### src/rtl/axi_rd_slave_responder_pkg.sv
// Shared AXI encodings and the responder FSM state type.
package axi_rd_slave_responder_pkg;

  localparam logic [1:0] RESP_OKAY   = 2'b00;
  localparam logic [1:0] RESP_SLVERR = 2'b10;

  localparam logic [1:0] BURST_FIXED = 2'b00;
  localparam logic [1:0] BURST_INCR  = 2'b01;
  localparam logic [1:0] BURST_WRAP  = 2'b10;

  typedef enum logic [1:0] {IDLE, LOAD, BEAT} rsp_state_t;

endpackage

### src/rtl/axi_rd_slave_responder_picker.sv
// Combinational pick of the oldest or newest eligible slot by wrap-aware sequence number.
module rsp_slot_picker #(
  parameter int unsigned SLOTS = 8
) (
  input  logic [SLOTS-1:0]                  eligible,
  input  logic [SLOTS-1:0][$clog2(SLOTS):0] seq,
  input  logic                              order_mode,
  output logic [$clog2(SLOTS)-1:0]          idx,
  output logic                              found
);

  localparam int unsigned IdxW = $clog2(SLOTS);
  localparam int unsigned SeqW = IdxW + 1;

  // a precedes b when (a - b) is negative modulo 2^SeqW
  function automatic logic seq_before(input logic [SeqW-1:0] a, input logic [SeqW-1:0] b);
    logic [SeqW-1:0] diff;
    diff = a - b;
    return diff[SeqW-1];
  endfunction

  logic [SeqW-1:0] best;

  always_comb begin
    found = 1'b0;
    idx   = '0;
    best  = '0;
    for (int i = 0; i < SLOTS; i++) begin
      if (eligible[i]) begin
        if (!found || (order_mode ? seq_before(best, seq[i]) : seq_before(seq[i], best))) begin
          found = 1'b1;
          idx   = IdxW'(i);
          best  = seq[i];
        end
      end
    end
  end

endmodule

### src/rtl/axi_rd_slave_responder.sv
// AXI read slave endpoint: buffers AR requests and returns address-derived R bursts in
// oldest-first or newest-first order.
module axi_rd_slave_responder
  import axi_rd_slave_responder_pkg::*;
#(
  parameter int unsigned     ID_WIDTH    = 4,
  parameter int unsigned     ADDR_WIDTH  = 32,
  parameter int unsigned     DATA_WIDTH  = 64,
  parameter int unsigned     RESP_WIDTH  = 2,
  parameter int unsigned     LEN_WIDTH   = 8,
  parameter int unsigned     SIZE_WIDTH  = 3,
  parameter int unsigned     BURST_WIDTH = 2,
  parameter int unsigned     SLOTS       = 8,
  parameter int unsigned     MAX_LEN     = 8,
  parameter int unsigned     RESP_DELAY  = 4,
  parameter logic [DATA_WIDTH-1:0] DATA_SEED = '0
) (
  input  logic                   clk,
  input  logic                   rst,
  input  logic                   order_mode,
  input  logic                   ar_valid,
  output logic                   ar_ready,
  input  logic [ID_WIDTH-1:0]    ar_id,
  input  logic [ADDR_WIDTH-1:0]  ar_addr,
  input  logic [LEN_WIDTH-1:0]   ar_len,
  input  logic [SIZE_WIDTH-1:0]  ar_size,
  input  logic [BURST_WIDTH-1:0] ar_burst,
  output logic                   r_valid,
  input  logic                   r_ready,
  output logic [ID_WIDTH-1:0]    r_id,
  output logic [DATA_WIDTH-1:0]  r_data,
  output logic [RESP_WIDTH-1:0]  r_resp,
  output logic                   r_last,
  output logic                   busy
);

  localparam int unsigned IdxW = $clog2(SLOTS);
  localparam int unsigned SeqW = IdxW + 1;
  localparam int unsigned AgeW = (RESP_DELAY > 0) ? $clog2(RESP_DELAY + 1) : 1;

  logic [SLOTS-1:0]            slot_valid_q;
  logic [ID_WIDTH-1:0]         slot_id_q    [SLOTS];
  logic [ADDR_WIDTH-1:0]       slot_addr_q  [SLOTS];
  logic [LEN_WIDTH-1:0]        slot_len_q   [SLOTS];
  logic [SIZE_WIDTH-1:0]       slot_size_q  [SLOTS];
  logic [BURST_WIDTH-1:0]      slot_burst_q [SLOTS];
  logic [AgeW-1:0]             slot_age_q   [SLOTS];
  logic [SLOTS-1:0][SeqW-1:0]  slot_seq_q;
  logic [SeqW-1:0]             seq_ctr_q;

  rsp_state_t                  state_q, state_d;
  logic [IdxW-1:0]             act_idx_q, act_idx_d, pick_idx, free_idx;
  logic                        pick_found, accept, release_slot;
  logic [SLOTS-1:0]            eligible;

  logic [ID_WIDTH-1:0]         cur_id_q, cur_id_d;
  logic [ADDR_WIDTH-1:0]       cur_addr_q, cur_addr_d;
  logic [LEN_WIDTH-1:0]        cur_len_q, cur_len_d, beat_q, beat_d;
  logic [SIZE_WIDTH-1:0]       cur_size_q, cur_size_d;
  logic [BURST_WIDTH-1:0]      cur_burst_q, cur_burst_d;
  logic [RESP_WIDTH-1:0]       cur_resp_q, cur_resp_d;

  assign ar_ready = ~&slot_valid_q;
  assign accept   = ar_valid & ar_ready;

  always_comb begin
    free_idx = '0;
    for (int i = SLOTS - 1; i >= 0; i--) begin
      if (!slot_valid_q[i]) free_idx = IdxW'(i);
    end
  end

  always_comb begin
    for (int i = 0; i < SLOTS; i++) begin
      eligible[i] = slot_valid_q[i] && (slot_age_q[i] == AgeW'(RESP_DELAY)) &&
                    !((state_q != IDLE) && (act_idx_q == IdxW'(i)));
    end
  end

  rsp_slot_picker #(
    .SLOTS (SLOTS)
  ) u_picker (
    .eligible   (eligible),
    .seq        (slot_seq_q),
    .order_mode (order_mode),
    .idx        (pick_idx),
    .found      (pick_found)
  );

  always_ff @(posedge clk) begin
    if (rst) begin
      slot_valid_q <= '0;
      slot_seq_q   <= '0;
      seq_ctr_q    <= '0;
      for (int i = 0; i < SLOTS; i++) begin
        slot_id_q[i]    <= '0;
        slot_addr_q[i]  <= '0;
        slot_len_q[i]   <= '0;
        slot_size_q[i]  <= '0;
        slot_burst_q[i] <= '0;
        slot_age_q[i]   <= '0;
      end
    end else begin
      for (int i = 0; i < SLOTS; i++) begin
        if (slot_valid_q[i] && (slot_age_q[i] != AgeW'(RESP_DELAY))) begin
          slot_age_q[i] <= slot_age_q[i] + AgeW'(1);
        end
      end
      if (release_slot) slot_valid_q[act_idx_q] <= 1'b0;
      // free_idx comes from registered state, so it never aliases the slot being released
      if (accept) begin
        slot_valid_q[free_idx] <= 1'b1;
        slot_id_q[free_idx]    <= ar_id;
        slot_addr_q[free_idx]  <= ar_addr;
        slot_len_q[free_idx]   <= ar_len;
        slot_size_q[free_idx]  <= ar_size;
        slot_burst_q[free_idx] <= ar_burst;
        slot_age_q[free_idx]   <= '0;
        slot_seq_q[free_idx]   <= seq_ctr_q;
        seq_ctr_q              <= seq_ctr_q + SeqW'(1);
      end
    end
  end

  always_comb begin
    state_d      = state_q;
    act_idx_d    = act_idx_q;
    cur_id_d     = cur_id_q;
    cur_addr_d   = cur_addr_q;
    cur_len_d    = cur_len_q;
    cur_size_d   = cur_size_q;
    cur_burst_d  = cur_burst_q;
    cur_resp_d   = cur_resp_q;
    beat_d       = beat_q;
    release_slot = 1'b0;
    unique case (state_q)
      IDLE: begin
        if (pick_found) begin
          act_idx_d = pick_idx;
          state_d   = LOAD;
        end
      end
      LOAD: begin
        cur_id_d    = slot_id_q[act_idx_q];
        cur_addr_d  = slot_addr_q[act_idx_q];
        cur_len_d   = slot_len_q[act_idx_q];
        cur_size_d  = slot_size_q[act_idx_q];
        cur_burst_d = slot_burst_q[act_idx_q];
        cur_resp_d  = (32'(slot_len_q[act_idx_q]) >= MAX_LEN) ? RESP_WIDTH'(RESP_SLVERR)
                                                              : RESP_WIDTH'(RESP_OKAY);
        beat_d      = '0;
        state_d     = BEAT;
      end
      BEAT: begin
        if (r_ready) begin
          if (beat_q == cur_len_q) begin
            release_slot = 1'b1;
            state_d      = IDLE;
          end else begin
            beat_d = beat_q + LEN_WIDTH'(1);
            if (cur_burst_q != BURST_WIDTH'(BURST_FIXED)) begin
              cur_addr_d = cur_addr_q + (ADDR_WIDTH'(1) << cur_size_q);
            end
          end
        end
      end
      default: state_d = IDLE;
    endcase
  end

  always_ff @(posedge clk) begin
    if (rst) begin
      state_q     <= IDLE;
      act_idx_q   <= '0;
      cur_id_q    <= '0;
      cur_addr_q  <= '0;
      cur_len_q   <= '0;
      cur_size_q  <= '0;
      cur_burst_q <= '0;
      cur_resp_q  <= '0;
      beat_q      <= '0;
    end else begin
      state_q     <= state_d;
      act_idx_q   <= act_idx_d;
      cur_id_q    <= cur_id_d;
      cur_addr_q  <= cur_addr_d;
      cur_len_q   <= cur_len_d;
      cur_size_q  <= cur_size_d;
      cur_burst_q <= cur_burst_d;
      cur_resp_q  <= cur_resp_d;
      beat_q      <= beat_d;
    end
  end

  // R fields are forced to zero outside a beat so idle outputs are independent of DATA_SEED
  assign r_valid = (state_q == BEAT);
  assign r_last  = r_valid && (beat_q == cur_len_q);
  assign r_id    = r_valid ? cur_id_q : '0;
  assign r_resp  = r_valid ? cur_resp_q : '0;
  assign r_data  = r_valid ? (DATA_WIDTH'(cur_addr_q) ^ DATA_SEED) : '0;
  assign busy    = (|slot_valid_q) | (state_q != IDLE);

endmodule
### config.mk
export PLATFORM = sky130hd
export DESIGN_NAME = axi_rd_slave_responder
export DESIGN_NICKNAME = d
export VERILOG_FILES = /design/src/rtl/axi_rd_slave_responder_pkg.sv /design/src/rtl/axi_rd_slave_responder_picker.sv /design/src/rtl/axi_rd_slave_responder.sv
export SDC_FILE = /design/constraint.sdc
export NUM_CORES = 1
export LEC_CHECK = 0
export ABC_AREA = 1
export ABC_CLOCK_PERIOD_IN_PS = 12100
export CELL_PAD_IN_SITES_DETAIL_PLACEMENT = 2
export CELL_PAD_IN_SITES_GLOBAL_PLACEMENT = 2
export CORE_ASPECT_RATIO = 1.25
export CORE_UTILIZATION = 40
export CTS_BUF_LIST = sky130_fd_sc_hd__clkbuf_4
export DETAILED_ROUTE_END_ITERATION = 10
export DONT_BUFFER_PORTS = 1
export GPL_TIMING_DRIVEN = 1
export PLACE_DENSITY = 0.83
export SETUP_SLACK_MARGIN = 0.2
export SYNTH_ARGS = -nofsm -noshare
export SYNTH_HDL_FRONTEND = slang
export SYNTH_HIERARCHICAL = 1
export SYNTH_SLANG_ARGS = --single-unit
### constraint.sdc
create_clock -name clk -period 12.1 [get_ports clk]
set_input_delay 2.42 -clock clk [delete_from_list [all_inputs] [get_ports clk]]
set_output_delay 2.42 -clock clk [all_outputs]
set_load 0.01 [all_outputs]
* After elaboration in Yosys (flattened, before gate mapping)
Memories as Yosys holds them, arrays and structs flattened. A register that Yosys moved wholly into a read port is not among the register bits.
Index checks and enable logic that the tools add are counted.
** Storage, ports and cells
- Memory bits (writable) :: 416
- Memories kept :: 6
- Latch bits :: 0
- ROM bits :: 0
- Bits of input ports :: 54
- Bits in registers :: 99
- Word-level logic and storage cells :: 312
- Output and inout port bits :: 74
** Memory list
- slot_addr_q :: depth 8, bits a word 32, read ports 1, clocked after Yosys merged registers in 1, wr ports 8, line axi_rd_slave_responder.sv:43 : logic [ADDR_WIDTH-1:0] slot_addr_q [SLOTS];
- slot_len_q :: depth 8, bits a word 8, read ports 1, clocked after Yosys merged registers in 1, wr ports 8, line axi_rd_slave_responder.sv:44 : logic [LEN_WIDTH-1:0] slot_len_q [SLOTS];
- slot_id_q :: depth 8, bits a word 4, read ports 1, clocked after Yosys merged registers in 1, wr ports 8, line axi_rd_slave_responder.sv:42 : logic [ID_WIDTH-1:0] slot_id_q [SLOTS];
- slot_age_q :: depth 8, bits a word 3, read ports 8, clocked after Yosys merged registers in 0, wr ports 9, line axi_rd_slave_responder.sv:47 : logic [AgeW-1:0] slot_age_q [SLOTS];
- slot_size_q :: depth 8, bits a word 3, read ports 1, clocked after Yosys merged registers in 1, wr ports 8, line axi_rd_slave_responder.sv:45 : logic [SIZE_WIDTH-1:0] slot_size_q [SLOTS];
- slot_burst_q :: depth 8, bits a word 2, read ports 1, clocked after Yosys merged registers in 1, wr ports 8, line axi_rd_slave_responder.sv:46 : logic [BURST_WIDTH-1:0] slot_burst_q [SLOTS];
** Cells by class
- Add/subtract/negate cells :: 25
- Multiplexer cells :: 141
- Bitwise logic cells :: 13
- Div/mod/pow operators :: 0
- Equal/unequal tests :: 31
- $mul :: 0
- Reduce and logical (&&, ||, !) cells :: 74
- Shift operators :: 1
- Magnitude comparators :: 5
** Operator list (number)
- $mux W32 :: 5
- $mux W3 :: 39
- $mux W4 :: 16
- $pmux W32 S2 :: 1
- $mux W1 :: 62
- $sub A4 B4 Y4 :: 14
- $mux W8 :: 6
- $eq A3 B3 Y1 const B :: 12
- $logic_and A1 B1 Y1 :: 35
- $add A32 B32 Y32 :: 1
- $bwmux W32 :: 1
- $reduce_or A32 Y1 :: 1
- $shl A1 B3 Y32 const A :: 1
- $add A3 B1 Y3 const B :: 8
- $ne A3 B3 Y1 const B :: 8
- $logic_not A1 Y1 :: 16
- $pmux W8 S2 :: 1
- $reduce_or A8 Y1 :: 2
- $demux W4 S3 :: 1
- $mux W2 :: 6
- $or A1 B1 Y1 :: 9
- $add A8 B1 Y8 const B :: 1
- $and A8 B8 Y8 :: 1
- $eq A8 B8 Y1 :: 1
- other kinds (26) :: 42

* Longest topological paths before layout
Gate-level depths: netlist of run 1.
- Depth after elaboration :: 43
- Depth in mapped cells :: 90
- Gate-level depth less buffers :: 89

* Cells and area by module
Netlist of run 1, hierarchy kept.
** Modules (own cells, without submodules)
- axi_rd_slave_responder :: sequential area each 14453.9 um^2, cells an instance 2774, times used 1, area each 24542.3 um^2
- rsp_slot_picker :: sequential area each 0.0 um^2, cells an instance 323, times used 1, area each 1755.4 um^2

* Least setup slack after synthesis of run 1
No wires, ideal clock.
- Path kind :: input to register
- Start :: in order_mode
- End :: reg (tool-made name)
- Stages on the path :: 64
- Arrival :: 10302 ps
- Path slack :: 1660 ps
- Required time :: 11962 ps
- Cell sequence :: inv_1 nand3_1 nand2_1 nand2_1 nand3_2 nand2_4 nand2_1 nand2_1 ha_1 a211oi_1 nand2_1 nand2_1 nand2_1 nand3_2 nand2_4 o21ai_0 ha_1 a211o_1 [28 not listed] a211o_1 inv_1 nand2_1 nand2_1 nand2_1 nand3_2 nand2_4 o21ai_0 ha_1 a211o_1 inv_1 nand2_1 nand3_1 nand3_2 nand2_2 nand2_1 o21ai_0 a21oi_1
** RTL lines
- from (decl) :: line axi_rd_slave_responder.sv:20 : input logic order_mode,

==> results of run 1 <==
## power breakdown
part / switching, uW / total, uW / internal [uW] / leakage, uW
logic: 172 / 210 / 37.7 / 0.00572
registers: 28.9 / 2040 / 2010 / 0.00516
clock network: 839 / 1720 / 883 / 0.00109
## sequential cells by signal (all words and copies together), names as in the netlist, 4 cells and up, named ones only
register,count
slot_age_q,24
slot_len_q,64
cur_id_q,4
slot_id_q,32
beat_q,8
slot_valid_q,8
slot_seq_q,32
cur_len_q,8
slot_size_q,24
seq_ctr_q,4
slot_addr_q,256
slot_burst_q,16
cur_addr_q,32
## cell type report
cell class,instances,share of cell area
Antenna cell,10,0.000869
Clock buffer,210,0.0548
Clock inverter,39,0.0101
Inverter,301,0.0394
Multi-Input combinational cell,2123,0.348
Sequential cell,526,0.502
Tap cell,848,0.0369
Timing Repair Buffer,30,0.00782
## through the flow
stage | utilization | power (uW) | setup WS, ps | area, um2
CTS | 0.444 | 4000 | 282 | 28700
floorplan | - | 2190 | 1660 | 26400
finish | 0.445 | 3970 | 1090 | 28800
detailed placement | 0.415 | 2280 | 105 | 26900
global placement | 0.415 | 2260 | 812 | 26900
global route | 0.445 | 4100 | 197 | 28800
## timing repair
item	CTS	global route
setup endpoints to repair	6	6
hold buffers	0	0
pin swaps	0	1
gates resized for setup	2	15
buffers inserted	0	0
## worst max-delay path, delay by kind of cell, from the launching register on
kind / cells / cell delay [ps]
fa+ha+maj: 7 / 2050
simple gates: 42 / 3910
buf+inv: 11 / 920
flops: 1 / 430
compound gates: 15 / 3560
## worst paths after layout
| kind | from | endpoint | slack (ps) | cells past startpoint |
|---|---|---|---|---|
| setup / recovery | act_idx_q[0]$_SDFFE_PP0P_ | flip-flop | 1090 | 75 |
| hold / removal | slot_age_q[7][2]$_SDFFE_PP0P_ | slot_age_q[7][2]$_SDFFE_PP0P_ | 490 | 2 |
| setup reg to reg | act_idx_q[0]$_SDFFE_PP0P_ | flip-flop | 1090 | 75 |
| hold reg to reg | slot_age_q[7][2]$_SDFFE_PP0P_ | slot_age_q[7][2]$_SDFFE_PP0P_ | 490 | 2 |
## layer usage
| metal | GRT usage | vias up | share of wire |
|---|---|---|---|
| met2 | 0.583 | 759 | 0.53 |
| met1 | 0.341 | 11900 | 0.39 |
| met4 | 0.149 | 2 | 0.032 |
| met5 | 0 | - | 0.000068 |
| met3 | 0.0550 | 217 | 0.051 |
| li1 | - | 10300 | - |
## cell families (layout without fill, tap and decap cells)
kind of cell / count (synthesis) / after routing / synth area share
buffers and inverters: 480 / 580 / 0.0771
other: 1 / 43 / 0.000143
DFF: 526 / 526 / 0.550
adders and majority gates: 51 / 51 / 0.0246
xor gates and xnor gates: 14 / 14 / 0.00466
AOI/OAI and AO/OA: 441 / 441 / 0.0931
and+or+nand+nor: 1584 / 1584 / 0.251
## placed cells by master, fill, tap and decap left out, types with 3 or more instances in the layout
master and instances:
nand2_4 8, clkinv_1 25, nand2_1 459, a211o_1 5, nand3_2 14, clkinvlp_4 6
nand2_2 30, bufinv_16 4, o221ai_1 13, ha_1 50, xor2_1 7, or2_2 11
buf_4 30, inv_2 12, nor2_1 782, a211oi_1 7, o211ai_1 41, o22ai_1 17
nor2_2 6, a21oi_1 98, clkinv_2 7, nor4_1 3, inv_1 283, o21ai_2 3
edfxtp_1 392, clkbuf_4 210, nand4_1 15, dfxtp_1 129, conb_1 33, nand3_4 3
nor3_1 25, dfxtp_2 4, nand3_1 220, xnor2_1 7, o21ai_0 240, o21ai_1 8
diode_2 10
==> metrics.md, run 1 <==
| Metric | Value |
|---|---|
| Share of layout cells above drive strength 1 | 0.111 |
| CTS tree | built |
| Largest net degree at the start of global routing | 112 |
| DP Cell Count | 3828 |
| CP max stage delay | 430 ps |
| Gr ovfl total | 0 |
| Root buffer cell | clkbuf_4 |
| Final net count | 3228 |
| Worst Path Arrival | 11910 ps |
| Setup TNS | 0 ps |
| Area added between synthesis and finish | 9.45% |
| Cell accounting for the most synthesized area | edfxtp_1 |
| Worst-Skew Late Latency | 1000 ps |
| Slew HR | 0.176 |
| Worst EP required | 13000 ps |
| Ys Warns | 6 |
| Final Setup Violations | 0 |
| First-pass detailed-route iteration total | 5 |
| Final clock skew | 63.4 ps |
| Tmin final | around 11000 ps |
| P_leak | around 0.012 uW |
| Total Routed Length | 104 mm |
| Number of synthesized flops with an enable pin | 392 |
| Syn Area/Cell | 8.49 um2 |
| First-pass GRT wire length | between 150 and 200 mm |
| Fill count | 7173 |
| Max H-tree Level | 4 |
| Ranking of synthesized cells by area | edfxtp_1 (45%), nor2_1 (11%), dfxtp_1 (10%) |
| Crit share post-route | 0.910 |
| Max Cap Viol | 0 |
| DRC viols | 0 |
| Finished Layout Cells | around 4000 |
| Register area | roughly 14000 um2 |
| IO Port Bufs | 0 |
| Worst-Margin Slew | 1240 ps |
| Pins Over Slew Limit | 0 |
| GP Congestion | 0.863 |
| Peak VDD IR | 69.9 uV |
| Final hold viol count | 0 |
| Hold/Removal Path Class | reg2reg |
| Netlist cell types | between 40 and 50 |
| Drt wl/cell | 25.3 um |
| Post-Syn Area | 26300 um2 |
| CP Class | reg2reg |
| Top-count cell post-synth | nor2_1 |
| Inserted Clock Buffers | 141 |
| Worst Setup End Kind | flip-flop |
| Antenna violations before repair | 8 |
| Hold slack | 486 ps |
| Die Wd | 231 um |
| Area of the multi-input gates | 10000 um2 |
| Post-synth ARST share | 0 |
| Via Count | 23200 |
| Synthesized netlist cell count | 3097 |
| Vias in the first global route | 26200 |
| Crit-path slowest cell | dfxtp_2 |
| Drt via density | about 5.7 |
| Worst Setup Start Kind | flip-flop |
| Synth top area share | 0.448 |
| Die Span Y | 289 um |
| IO Count | ~130 |
| Unrepaired setup endpoints after global routing | no |
| Register bit total from synthesis | 526 |
| Global Route Usage Sum | 0.313 |
| Row Count | approximately 100 |
| Primary FF master, synth | edfxtp_1 |
| Post-synth top cells | nor2_1 (785), nand2_1 (468), edfxtp_1 (392) |
| Pwr/cell area | around 140 nW/um2 |
| CTS clock-pin slew for the worst setup and hold paths | 70 ps |
| Sequential fraction of the synthesis area | 0.550 |
| Initial Utilization | 0.407 |
| # clock sinks | 526 |
| Total core area | between 60000 and 70000 um2 |
| Die Area | approximately 67000 um2 |
| Top cell by count, worst path | nand2_1 |
| Status | completed |
| CTS Buffer Depth | 3 |
| Largest fanout on the critical path | 16 |
| DPL Wire Length | 61.5 mm |
| Final antenna-violating net count | 0 |
| Max Fclk | around 0.091 GHz |
| DRT iter0 DRCs | 1753 |
No activity file was read; power rests on OpenSTA's default activity.
==> inputs of run 2 (changes only) <==
--- a/config.mk
+++ b/config.mk
@@ -10,12 +10,12 @@
 export CELL_PAD_IN_SITES_DETAIL_PLACEMENT = 2
 export CELL_PAD_IN_SITES_GLOBAL_PLACEMENT = 2
 export CORE_ASPECT_RATIO = 1.25
-export CORE_UTILIZATION = 40
+export CORE_UTILIZATION = 34
 export CTS_BUF_LIST = sky130_fd_sc_hd__clkbuf_4
 export DETAILED_ROUTE_END_ITERATION = 10
 export DONT_BUFFER_PORTS = 1
 export GPL_TIMING_DRIVEN = 1
-export PLACE_DENSITY = 0.83
+export PLACE_DENSITY = 0.72
 export SETUP_SLACK_MARGIN = 0.2
 export SYNTH_ARGS = -nofsm -noshare
 export SYNTH_HDL_FRONTEND = slang
==> run 2 against run 1 <==
Effect of this change:
- first-iteration DRC count down 38%
- sequential share of layout area down 0.41 points
- design area up 0.81%
- flip-flop and latch count unchanged
- register-to-register slack better by 160 ps
- utilization down 6.4 points
- maximum frequency up 1.5%
==> metrics.md, run 2 (synthesis results as in run 1) <==
| Metric | Value |
|---|---|
| Worst EP required | around 13000 ps |
| First-pass GRT wire length | 148 mm |
| Total core area | 76200 um2 |
| Worst Path Arrival | 11720 ps |
| Share of layout cells above drive strength 1 | 0.111 |
| Max reg flops | 256 |
| Final clock skew | 67.7 ps |
| IO Count | approximately 130 |
| Area added between synthesis and finish | 10.3% |
| Worst Setup End Kind | flip-flop |
| Crit share post-route | 0.897 |
| CTS Buffer Depth | 3 |
| Slew HR | 0.203 |
| Max Cap Viol | 0 |
| Final Setup Violations | 0 |
| Worst Setup Start Kind | flip-flop |
| Post_cts resized | 0 |
| Tmin final | 10850 ps |
| Worst-Margin Slew | about 1200 ps |
| Setup TNS | 0 ps |
| Via Count | about 22000 |
| CTS tree | built |
| Inserted Clock Buffers | 146 |
| Largest net degree at the start of global routing | 91 |
| DPL Wire Length | roughly 60 mm |
| Post-CTS Setup Inserts | 0 |
| DRC viols | 0 |
| Final antenna-violating net count | 0 |
| Hold/Removal Path Class | reg2reg |
| Drt via density | 5.32 |
| Top Registers | slot_addr_q x256, slot_len_q x64 |
| Drt wl/cell | 23.2 um |
| Max Fclk | 0.0922 GHz |
| Root buffer cell | clkbuf_4 |
| P_leak | approximately 0.012 uW |
| IO Port Bufs | 0 |
| Gr ovfl total | 0 |
| Max H-tree Level | 4 |
| Top cell by count, worst path | nand2_1 |
| Die Area | approximately 78000 um2 |
| Final net count | 3227 |
| First-pass detailed-route iteration total | 5 |
| Status | completed |
| Hold_buf cts | 0 |
| CTS clock-pin slew for the worst setup and hold paths | approximately 60 ps |
| Initial Utilization | 0.345 |
| Vias in the first global route | about 25000 |
| Finished Layout Cells | between 4000 and 5000 |
| Die Wd | approximately 250 um |
| CP max stage delay | 430 ps |
| Unrepaired setup endpoints after global routing | no |
| Pwr/cell area | 138 nW/um2 |
| Crit-path slowest cell | dfxtp_2 |
| Largest fanout on the critical path | 16 |
| GP Congestion | 0.819 |
| Global Route Usage Sum | 0.250 |
| # clock sinks | about 530 |
| Antenna violations before repair | 7 |
| DRT iter0 DRCs | approximately 1100 |
| Row Count | 113 |
| Pins Over Slew Limit | 0 |
| Peak VDD IR | 73.6 uV |
| Commonest cells after routing, fill and taps aside | nor2_1 (782), nand2_1 (459), edfxtp_1 (392) |
| CP Class | reg2reg |
| DP Cell Count | 3951 |
| Worst-Skew Late Latency | 1010 ps |
| Total Routed Length | 97.9 mm |
| Largest Register | slot_addr_q |
| Most common cell after layout, fill and taps aside | nor2_1 |
| Die Span Y | 313 um |
| Final hold viol count | 0 |
[run 2: changes by cell type in the layout (fill, tap and decap cells not counted), sizes merged]
cell      delta
diode        -7
clkinv       -6
bufinv       +1
clkinvlp     -5
clkbuf      +16
buf          -6
inv          +3
[run 2: worst max-delay path, delay by kind of cell, from the launching register on]
family | cells | cell delay, ps
AND/OR/NAND/NOR | 39 | 3880
AO/OA/AOI/OAI | 15 | 3490
adder cells (fa/ha/maj) | 7 | 1910
buffers and inverters | 13 | 1040
flip-flops | 1 | 430
[run 2: final cells by class]
type                       instances  area, um2
antenna                            3       7.51
clock buffer                     226       1700
clock inverter                    32        259
fill                            8633      47200
inverter                         301       1130
multi-input combinational       2123      10100
sequential                       526      14500
tap                              977       1220
timing repair buffer              24        180
[run 2: worst paths after layout]
check / startpoint / end / slack (ps) / depth (start not counted)
max: act_idx_q[0]$_SDFFE_PP0P_ / flip-flop / 1250 / 74
min: slot_age_q[1][2]$_SDFFE_PP0P_ / slot_age_q[1][2]$_SDFFE_PP0P_ / 490 / 2
min reg2reg: slot_age_q[1][2]$_SDFFE_PP0P_ / slot_age_q[1][2]$_SDFFE_PP0P_ / 490 / 2
max reg2reg: act_idx_q[0]$_SDFFE_PP0P_ / flip-flop / 1250 / 74
[run 2: report_power, final]
part           leakage [uW]  total, uW  switching, uW  internal [uW]
Sequential          0.00516       2030           23.8           2010
Combinational       0.00570        204            167           36.5
Clock               0.00117       1760            805            953
Total                0.0120       4000            997           3000
[run 2: per-stage QoR]
step | worst slack, ps | hold WS (ps) | util | instance area (um2) | total power [uW]
finish | 1250 | 490 | 0.381 | 29000 | 4000
floorplan | 1660 | 447 | - | 26400 | 2190
detailed placement | 314 | 475 | 0.355 | 27000 | 2280
global placement | 777 | 464 | 0.355 | 27000 | 2260
CTS | 294 | 486 | 0.380 | 29000 | 4040
global route | 227 | 508 | 0.381 | 29000 | 4140
[run 2: routing by layer]
layer,routed length [um],global-route usage,part of all wire,vias to the layer above
li1,-,-,-,10300
met1,39200,0.275,0.40,11500
met2,52500,0.475,0.54,405
met3,3340,0.0438,0.034,161
met4,2750,0.0941,0.028,8
met5,58,0,0.00059,-
==> inputs of run 3 (changes only) <==
--- a/config.mk
+++ b/config.mk
@@ -5,17 +5,16 @@
 export SDC_FILE = /design/constraint.sdc
 export NUM_CORES = 1
 export LEC_CHECK = 0
-export ABC_AREA = 1
 export ABC_CLOCK_PERIOD_IN_PS = 12100
 export CELL_PAD_IN_SITES_DETAIL_PLACEMENT = 2
 export CELL_PAD_IN_SITES_GLOBAL_PLACEMENT = 2
 export CORE_ASPECT_RATIO = 1.25
 export CORE_UTILIZATION = 34
-export CTS_BUF_LIST = sky130_fd_sc_hd__clkbuf_4
+export CTS_BUF_LIST = sky130_fd_sc_hd__clkbuf_16
 export DETAILED_ROUTE_END_ITERATION = 10
 export DONT_BUFFER_PORTS = 1
 export GPL_TIMING_DRIVEN = 1
-export PLACE_DENSITY = 0.72
+export PLACE_DENSITY = 0.66
 export SETUP_SLACK_MARGIN = 0.2
 export SYNTH_ARGS = -nofsm -noshare
 export SYNTH_HDL_FRONTEND = slang
==> run 3 against run 2 <==
Effect of this change:
- the run now ends with setup timing left
- setup slack worse by 2500 ps
- clock power is 8% lower
- count of clock-buffer cells in the layout fell by 169
- power shrank 4.0%
- combinational power fell by 9%
- sequential power about the same
- maximum frequency shrank 18%
- synthesized cell count fell by 28%
- sequential share of layout area shrank 2.5 points
- non-clock buffer count is 120 higher
- register-to-register slack lost 2300 ps
- utilization increased by 1.4 points
- highest routed layer is now met4
==> metrics.md, run 3 <==
| Metric | Value |
|---|---|
| Fill count | 7918 |
| CTS tree | built |
| DRT iter0 DRCs | 998 |
| Worst Setup End Kind | flip-flop |
| Largest family of logic cells by synthesized area | simple AND/OR/NAND/NOR gates |
| Top cell by count, worst path | o21ai_2 |
| Die Span Y | 315 um |
| P_leak | 0.0112 uW |
| Pins Over Slew Limit | 0 |
| # diodes | 0 |
| Final net count | 2389 |
| Register area | 14500 um2 |
| Final hold viol count | 0 |
| CTS clock-pin slew for the worst setup and hold paths | 60 ps |
| Synthesized netlist cell count | 2230 |
| Largest fanout on the critical path | 16 |
| Mux contribution to synthesized area | 0.104 |
| Post-synth top cells | edfxtp_1 (392), and2_1 (333), dfxtp_1 (134) |
| Row Count | 114 |
| Vias in the first global route | 20600 |
| Post-synth ARST share | 0 |
| Tmin final | 13310 ps |
| Primary FF master, synth | edfxtp_1 |
| Unrepaired setup endpoints after global routing | yes |
| WL met1 | 37.2 mm |
| Worst Setup Start Kind | input port |
| DRC viols | 0 |
| Final core occ | 0.395 |
| DPL Wire Length | 55.9 mm |
| Top-count cell post-synth | edfxtp_1 |
| Final clock skew | 21.3 ps |
| DR WL met2 | about 48 mm |
| Compound-gate portion of the synthesized area | 0.0904 |
| Die Area | 79400 um2 |
| Largest Register | slot_addr_q |
| Netlist cell types | 97 |
| Die Wd | 252 um |
| Inserted Clock Buffers | 54 |
| Antenna violations before repair | 0 |
| Crit share post-route | 1.10 |
| Max H-tree Level | 2 |
| Worst-Margin Slew | about 1300 ps |
| IO Count | 128 |
| Total core area | 77500 um2 |
| IO Port Bufs | 0 |
| Top Registers | slot_addr_q x256, slot_len_q x64 |
| CTS Buffer Depth | 3 |
| Hold/Removal Path Class | reg2reg |
| Max Cap Viol | 0 |
| Setup ws final | -1210 ps |
| # clock sinks | ~530 |
| Total Routed Length | 91.2 mm |
| Area added between synthesis and finish | 14.9% |
| Number of synthesized flops with an enable pin | 392 |
| Failing checks | setup timing |
| Worst EP required | 12610 ps |
| Sequential fraction of the synthesis area | 0.543 |
| Root buffer cell | clkbuf_16 |
| WL met3 | ~3.7 mm |
| Global Route Usage Sum | 0.230 |
| Synth Area in Simple Gates | 0.182 |
| CP Class | in2reg |
| Max reg flops | 256 |
| Status | finished with violations |
| Most common cell after layout, fill and taps aside | edfxtp_1 |
| Final instance area | 30600 um2 |
| Area share of fa/ha/maj cells after synthesis | 0.0243 |
| First-pass detailed-route iteration total | 5 |
| Crit-path slowest cell | or4_4 |
| Area of the multi-input gates | 11800 um2 |
| Syn Area/Cell | around 12 um2 |
| Worst Path Arrival | 13820 ps |
| Drt via density | 5.47 |
| Placed instance area | 28200 um2 |
| Synth top area share | 0.442 |
| Top layer in use | met4 |
| Hold slack | 490 ps |
| Setup WS pre-CTS | -1790 ps |
| Register bit total from synthesis | 526 |
| CP max stage delay | 560 ps |
| Commonest cells after routing, fill and taps aside | edfxtp_1 (392), and2_1 (333), buf_4 (142) |
| Cell accounting for the most synthesized area | edfxtp_1 |
| Worst-Skew Late Latency | 630 ps |
| Max Fclk | 0.0751 GHz |
| Synth Area in XOR/XNOR | 0.0157 |
| Slew HR | 0.133 |
| Gr ovfl total | 0 |
| Final Setup Violations | 6 |
| GP Congestion | 0.818 |
| Share of layout cells above drive strength 1 | 0.197 |
| Largest net degree at the start of global routing | ~100 |
| Ys Warns | 6 |
| Drt wl/cell | between 20 and 30 um |
| Pwr/cell area | 125 nW/um2 |
| Post-Syn Area | 26600 um2 |
| Ranking of synthesized cells by area | edfxtp_1 (44%), dfxtp_1 (10%), and2_1 (7.8%) |
| Hold_buf cts | 0 |
| Initial Utilization | 0.344 |
| First-pass GRT wire length | between 100 and 150 mm |
| Final antenna-violating net count | 0 |
| Via Count | 18400 |
| Peak VDD IR | 95.7 uV |
-- run 3: through the flow --
| stage | std cells | setup TNS, ps | power (uW) |
|---|---|---|---|
| 3_5_place_dp | 3233 | -10470 | 2250 |
| 5_1_grt | 3368 | -10990 | 3950 |
| 4_1_cts | 3354 | -4730 | 3880 |
| 6_report | 3368 | -7040 | 3840 |
| 3_3_place_gp | 3233 | -7050 | 2240 |
| 2_1_floorplan | 2262 | -7810 | 2170 |
-- run 3: cells by family after synthesis --
| kind of cell | after synthesis |
|---|---|
| other | 1 |
| DFF | 526 |
| muxes | 162 |
| adders and majority gates | 51 |
| xor gates and xnor gates | 46 |
| buffers and inverters | 245 |
| AOI/OAI and AO/OA | 347 |
| and+or+nand+nor | 852 |
-- run 3: repair_timing --
| item | in CTS | in global routing |
|---|---|---|
| buffers inserted | 25 | 14 |
| endpoints found under the setup margin | 6 | 6 |
| resized for setup | 33 | 38 |
| pin swaps | 48 | 48 |
-- run 3: layout make-up --
class	count	share of cell area
multi-input combinational	1491	0.386
clock buffer	57	0.0466
tap	1044	0.0427
sequential	526	0.473
inverter	67	0.00831
timing repair buffer	144	0.0356
clock inverter	39	0.00782
-- run 3: path summary, 6_finish.rpt --
check | cells after the start | slack (ps) | from | end
max | 71 | -1210 | order_mode | flip-flop
min | 1 | 490 | slot_seq_q[10]$_SDFFE_PP0P_ | slot_seq_q[10]$_SDFFE_PP0P_
max reg2reg | 78 | -1030 | slot_age_q[0][1]$_SDFFE_PP0P_ | flip-flop
min reg2reg | 1 | 490 | slot_seq_q[10]$_SDFFE_PP0P_ | slot_seq_q[10]$_SDFFE_PP0P_
-- run 3: worst max-delay path, delay by kind of cell --
family | cells | cell delay, ps
mux | 3 | 780
fa+ha+maj | 6 | 1330
simple gates | 19 | 2770
xor+xnor | 4 | 560
buf+inv | 8 | 810
compound gates | 31 | 5150
-- run 3: where the power goes --
| part | internal (uW) | total, uW | switching (uW) |
|---|---|---|---|
| clock network | 904 | 1620 | 718 |
| logic | 52.8 | 186 | 133 |
| registers | 2000 | 2030 | 24.4 |
-- run 3: routing by layer --
layer | GRT usage | vias up
met4 | 0.0595 | 0
li1 | - | 8243
met3 | 0.0344 | 126
met5 | 0 | -
met1 | 0.280 | 9730
met2 | 0.421 | 324
